==> src/rtl/muldiv_ctrl.sv <==
// HI/LO multiply/divide sequencer for the EX stage: fixed-latency multiply, restoring divide,
// MTHI/MTLO and flush-cancel. Define MULDIV_DIV0_TRAP_EN to add the div0 trap pulse output.
module muldiv_ctrl #(
  parameter int unsigned MUL_LATENCY = 3,
  parameter int unsigned DIV_ITERS   = 32
) (
  input  logic        clk,
  input  logic        rst_n,
  input  logic        op_valid,
  input  logic [2:0]  op,
  input  logic [31:0] x,
  input  logic [31:0] y,
  input  logic        rd_hilo,
  input  logic        cancel,
  output logic [31:0] hi,
  output logic [31:0] lo,
  output logic        busy,
  output logic        stall,
`ifdef MULDIV_DIV0_TRAP_EN
  output logic        div0,
`endif
  output logic        done
);

  localparam logic [1:0] IDLE = 2'd0;
  localparam logic [1:0] MUL  = 2'd1;
  localparam logic [1:0] DIV  = 2'd2;
  localparam logic [1:0] FIX  = 2'd3;

  logic [1:0]  state_q;
  logic [4:0]  cnt_q;
  logic [31:0] hi_q, lo_q;
  logic [31:0] opa_q;   // multiplicand, or dividend shifting out / quotient shifting in
  logic [31:0] opb_q;   // multiplier or divisor
  logic [31:0] rem_q;
  logic        msgn_q, qneg_q, rneg_q, dz_q, done_q;
`ifdef MULDIV_DIV0_TRAP_EN
  logic        div0_q;
`endif

  logic        op_act, accept, is_sdiv;
  logic [31:0] x_abs, y_abs, q_fix, r_fix;
  logic [63:0] mul_a, mul_b, prod;
  logic [32:0] shifted, diff;
  logic        ge;

  always_comb begin
    op_act  = op_valid && (op != 3'd0) && (op != 3'd7);
    accept  = (state_q == IDLE) && op_valid && !cancel;
    is_sdiv = (op == 3'd3);
    x_abs   = x[31] ? (32'd0 - x) : x;
    y_abs   = y[31] ? (32'd0 - y) : y;
    // Sign-extend to 64 bits; the truncated 64-bit product is then correct for both signednesses.
    mul_a   = {{32{msgn_q & opa_q[31]}}, opa_q};
    mul_b   = {{32{msgn_q & opb_q[31]}}, opb_q};
    prod    = mul_a * mul_b;
    shifted = {rem_q, opa_q[31]};
    diff    = shifted - {1'b0, opb_q};
    ge      = !diff[32];
    q_fix   = qneg_q ? (32'd0 - opa_q) : opa_q;
    r_fix   = rneg_q ? (32'd0 - rem_q) : rem_q;
  end

  always_ff @(posedge clk or negedge rst_n) begin
    if (!rst_n) begin
      state_q <= IDLE;
      cnt_q   <= 5'd0;
      hi_q    <= 32'd0;
      lo_q    <= 32'd0;
      opa_q   <= 32'd0;
      opb_q   <= 32'd0;
      rem_q   <= 32'd0;
      msgn_q  <= 1'b0;
      qneg_q  <= 1'b0;
      rneg_q  <= 1'b0;
      dz_q    <= 1'b0;
      done_q  <= 1'b0;
`ifdef MULDIV_DIV0_TRAP_EN
      div0_q  <= 1'b0;
`endif
    end else begin
      done_q <= 1'b0;
`ifdef MULDIV_DIV0_TRAP_EN
      div0_q <= 1'b0;
`endif
      case (state_q)
        IDLE: begin
          if (accept) begin
            case (op)
              3'd1, 3'd2: begin
                opa_q   <= x;
                opb_q   <= y;
                msgn_q  <= (op == 3'd1);
                cnt_q   <= 5'(MUL_LATENCY - 1);
                state_q <= MUL;
              end
              3'd3, 3'd4: begin
                opa_q   <= is_sdiv ? x_abs : x;
                opb_q   <= is_sdiv ? y_abs : y;
                // A zero divisor parks the dividend in rem so the sign fix restores x.
                rem_q   <= (y == 32'd0) ? (is_sdiv ? x_abs : x) : 32'd0;
                qneg_q  <= is_sdiv & (x[31] ^ y[31]);
                rneg_q  <= is_sdiv & x[31];
                dz_q    <= (y == 32'd0);
                cnt_q   <= 5'(DIV_ITERS - 1);
                state_q <= (y == 32'd0) ? FIX : DIV;
              end
              3'd5:    hi_q <= x;
              3'd6:    lo_q <= x;
              default: ;
            endcase
          end
        end
        MUL: begin
          if (cancel) begin
            state_q <= IDLE;
          end else if (cnt_q == 5'd0) begin
            {hi_q, lo_q} <= prod;
            state_q      <= IDLE;
            done_q       <= 1'b1;
          end else begin
            cnt_q <= cnt_q - 5'd1;
          end
        end
        DIV: begin
          if (cancel) begin
            state_q <= IDLE;
          end else begin
            rem_q <= ge ? diff[31:0] : shifted[31:0];
            opa_q <= {opa_q[30:0], ge};
            if (cnt_q == 5'd0) state_q <= FIX;
            else               cnt_q   <= cnt_q - 5'd1;
          end
        end
        default: begin
          if (cancel) begin
            state_q <= IDLE;
          end else begin
            state_q <= IDLE;
            done_q  <= 1'b1;
            if (dz_q) begin
`ifdef MULDIV_DIV0_TRAP_EN
              div0_q <= 1'b1;
`else
              hi_q <= r_fix;
              lo_q <= 32'hFFFF_FFFF;
`endif
            end else begin
              hi_q <= r_fix;
              lo_q <= q_fix;
            end
          end
        end
      endcase
    end
  end

  assign hi    = hi_q;
  assign lo    = lo_q;
  assign busy  = (state_q != IDLE);
  assign stall = busy && (op_act || rd_hilo);
  assign done  = done_q;
`ifdef MULDIV_DIV0_TRAP_EN
  assign div0  = div0_q;
`endif

endmodule

==> config.mk <==
export PLATFORM = sky130hd
export DESIGN_NAME = muldiv_ctrl
export DESIGN_NICKNAME = d
export VERILOG_FILES = /design/src/rtl/muldiv_ctrl.sv
export SDC_FILE = /design/constraint.sdc
export NUM_CORES = 2
export LEC_CHECK = 0
export CAP_MARGIN = 0
export CELL_PAD_IN_SITES_DETAIL_PLACEMENT = 0
export CELL_PAD_IN_SITES_GLOBAL_PLACEMENT = 2
export CORE_AREA = 3 3 370 372
export DETAILED_ROUTE_END_ITERATION = 8
export DIE_AREA = 0 0 373 375
export PLACE_DENSITY = 0.75
export SLEW_MARGIN = 20
export SYNTH_ARGS = -nofsm -noshare
export SYNTH_HDL_FRONTEND = slang
export SYNTH_SLANG_ARGS = --single-unit
==> constraint.sdc <==
create_clock -name clk -period 10.8 [get_ports clk]
set_clock_uncertainty 0.05 [all_clocks]
set_input_delay 3.24 -clock clk [delete_from_list [all_inputs] [get_ports clk]]
set_output_delay 3.24 -clock clk [all_outputs]
set_load 0.01 [all_outputs]
==> qor.yml <==
floorplan:
  fp.coreArea_sq_um: 133600
  row_count: 134
  dieArea_sq_um: 139900
  die_w_um: 373
  fp.dieH_um: 375
  start_util_pct: 38.01
  pin_count: 139
yosys:
  synth_cell_types: 78
  synth.area.top_cells: "fa_1, inv_1, dfrtp_1, nand2_1, ha_1"
  synth.top_cell.area_share_pct: 44.38
  synth_mux_area_share_pct: 0.6972
  async_reset_ff_share_pct: 100.0
  ys.flop_type: "dfrtp_1"
  synth_compound_area_share_pct: 9.645
  synth-simple-area-share_pct: 15.61
  syn_avg_cell_area_sq_um: 8.702
  synthAdderAreaFrac_pct: 50.67
  yosysTopAreaCell: "fa_1"
  synth_seq_cells: 172
  yosysSeqAreaShare_pct: 8.475
  synth_top_family_by_area: "adder cells"
  synth_area_sq_um: 50790
  netlist_instances: 5836
  synth.yosys.warnings: 0
  synth_xor_area_share_pct: 3.479
  synth_edf_count: 0
  synth_nets: 7289
layout:
  layout_commonest_cell: "inv_1"
  fin_cells: 7550
  ff_latch_area_sq_um: 4317
  utilization_pct: 40.89
  drive_gt1_share_pct: 3.652
  final_cell_mix: "inv_1, fa_1, nand2_1"
  nNetsFinal: 7218
  multi_input_area_sq_um: 40740
  area_delta_synth_final_pct: 7.576
  num-fill-cells: 13740
clocking:
  cts_tree: "yes"
  cts_setup_buffers: 0
  cts.hold.buffers_added: 0
  cts_max_path_buffers: 2
  cts_resized: 0
  numCtsBuffers: 17
  insertion_delay_ns: 0.50
  cts-htree-levels: 4
  clock_sinks: 172
  path_clk_slew_ns: 0.08
  cts_root_buf: "clkbuf_16"
worst_setup_path:
  crit_path_end_kind: "register"
  cp-start-kind: "register"
  cpPeakStageDelay_ns: 0.87
  slowest_stage: "fa_1"
  critPathMaxFanout: 13
  worst_ep_required_time_ns: 11.16
  path_common_cell: "fa_1"
  critPathTopFamily: "adder cells"
  crit_type: "reg2reg"
  cp_num_buf_inv: 7
  cp.arrival_ns: 10.03
sta:
  tightest_slew_ns: 1.149
  setup_tns_ns: 0
  finalCritPeriodShare_pct: 89.54
  rsz0062_at_grt: "false"
  slew_viol_final: 0
  finalHoldViolCount: 0
  post-route-min-period_ns: 9.671
  setup_viol: 0
  slew-limit-headroom_pct: 23.43
  max_freq_mhz: 103.4
  hold_ws_ns: 0.4283
global_routing:
  grt_pass1_vias: 42390
  grt_max_degree: 72
  grt_pass1_wl_um: 281900
  antenna_found_initial: 11
  grt-ovfl-total: 0
  grt.total_usage_pct: 27.12
status:
  status: "completed"
route:
  wl_per_cell_um: 24.66
  vias: 40110
  dr.pass1.iters: 6
  vias_per_cell: 5.313
  drt-total-wl_um: 186200
  postRouteAntennaNets: 0
  drcViolationCount: 0
  drt_iter0_drc: 2985
place:
  dp_cells: 7514
  dp_hpwl_um: 153200
  routabilityCongestion: 0.9206
  portBuffers: 138
min_path:
  hp-class: "reg2reg"
flow_run:
  drv_cap: 0
[path summary, 6_finish.rpt]
| kind | startpoint | to | slack [ns] | cells past startpoint |
|---|---|---|---|---|
| min reg2reg | lo[15] | lo[15] | 0.43 | 2 |
| max reg2reg | opa_q[31] | hi[28] | 1.13 | 26 |
| min in group asynchronous | rst_n | cnt_q[1] | 2.69 | 1 |
| min | lo[15] | lo[15] | 0.43 | 2 |
| max in group asynchronous | rst_n | opa_q[20] | 6.48 | 2 |
| max | opa_q[31] | hi[28] | 1.13 | 26 |
[synth_stat cells, drive strengths merged, types with 16 or more instances]
cell / n
o41ai: 19
a31oi: 27
o221ai: 19
buf: 44
ha: 255
or3: 28
nand3: 40
a211oi: 26
o21ai: 251
a21oi: 198
a221oi: 31
nor2: 252
o21a: 35
xnor2: 130
nor3: 28
xor2: 64
clkbuf: 304
nand2b: 16
a21o: 38
mux2i: 32
or4: 20
o31ai: 27
dfrtp: 172
nand2: 931
and3: 31
fa: 1126
and2: 309
inv: 1190
[logic make-up (layout without fill, tap and decap cells)]
logic type | Yosys count | after routing
muxes | 35 | 35
buffers and inverters | 1540 | 1481
other | 0 | 5
adders and majority gates | 1381 | 1381
and+or+nand+nor | 1738 | 1738
DFF | 172 | 172
AOI/OAI and AO/OA | 773 | 773
xor gates and xnor gates | 197 | 197
[through the flow]
stage | setup WS (ns) | area [sq um]
global placement | 1.075 | 54040
detailed placement | 1.168 | 54050
floorplan | 2.417 | 50790
finish | 1.129 | 54630
CTS | 1.123 | 54610
global route | 0.7001 | 54620
[registers in the layout, summed over array words and instances (netlist names)]
| name | flops |
|---|---|
| cnt_q | 5 |
| done | 1 |
| dz_q | 1 |
| hi | 32 |
| lo | 32 |
| msgn_q | 1 |
| opa_q | 32 |
| opb_q | 32 |
| qneg_q | 1 |
| rem_q | 32 |
| rneg_q | 1 |
| state_q | 2 |
[layout make-up]
cell class	count	area share [%]
Multi-Input combinational cell	4124	74.58
Inverter	1192	8.189
Sequential cell	172	7.901
Timing Repair Buffer	258	4.230
Tap cell	1768	4.049
Clock buffer	18	0.7855
Clock inverter	13	0.2473
Antenna cell	5	0.02290
[worst register-to-register path: stages (launching register included)]
cell	delay (ns)
dfrtp_1	0.48
and2_1	0.63
nand2_1	0.27
inv_1	0.14
fa_1	0.39
inv_1	0.23
fa_1	0.52
inv_1	0.20
fa_1	0.49
fa_1	0.87
inv_1	0.35
fa_1	0.56
inv_1	0.05
fa_1	0.53
inv_1	0.05
fa_1	0.47
fa_1	0.50
inv_1	0.04
ha_1	0.35
nand2_1	0.12
or3_1	0.43
nor4_1	0.29
o221ai_1	0.26
a311oi_1	0.72
mux2i_1	0.24
o21ai_0	0.11
a41oi_1	0.24
[routing by layer]
layer	routed length [um]	global-route usage [%]	share of wire, %
met4	4134	5.839	2.2
met5	0	0	0
met3	9779	3.657	5.3
met1	79970	36.83	43
met2	92290	46.25	50
Power is left out: the tool's default activity adds up to more than one toggle a clock period on the data nets, which glitch-free logic cannot reach.
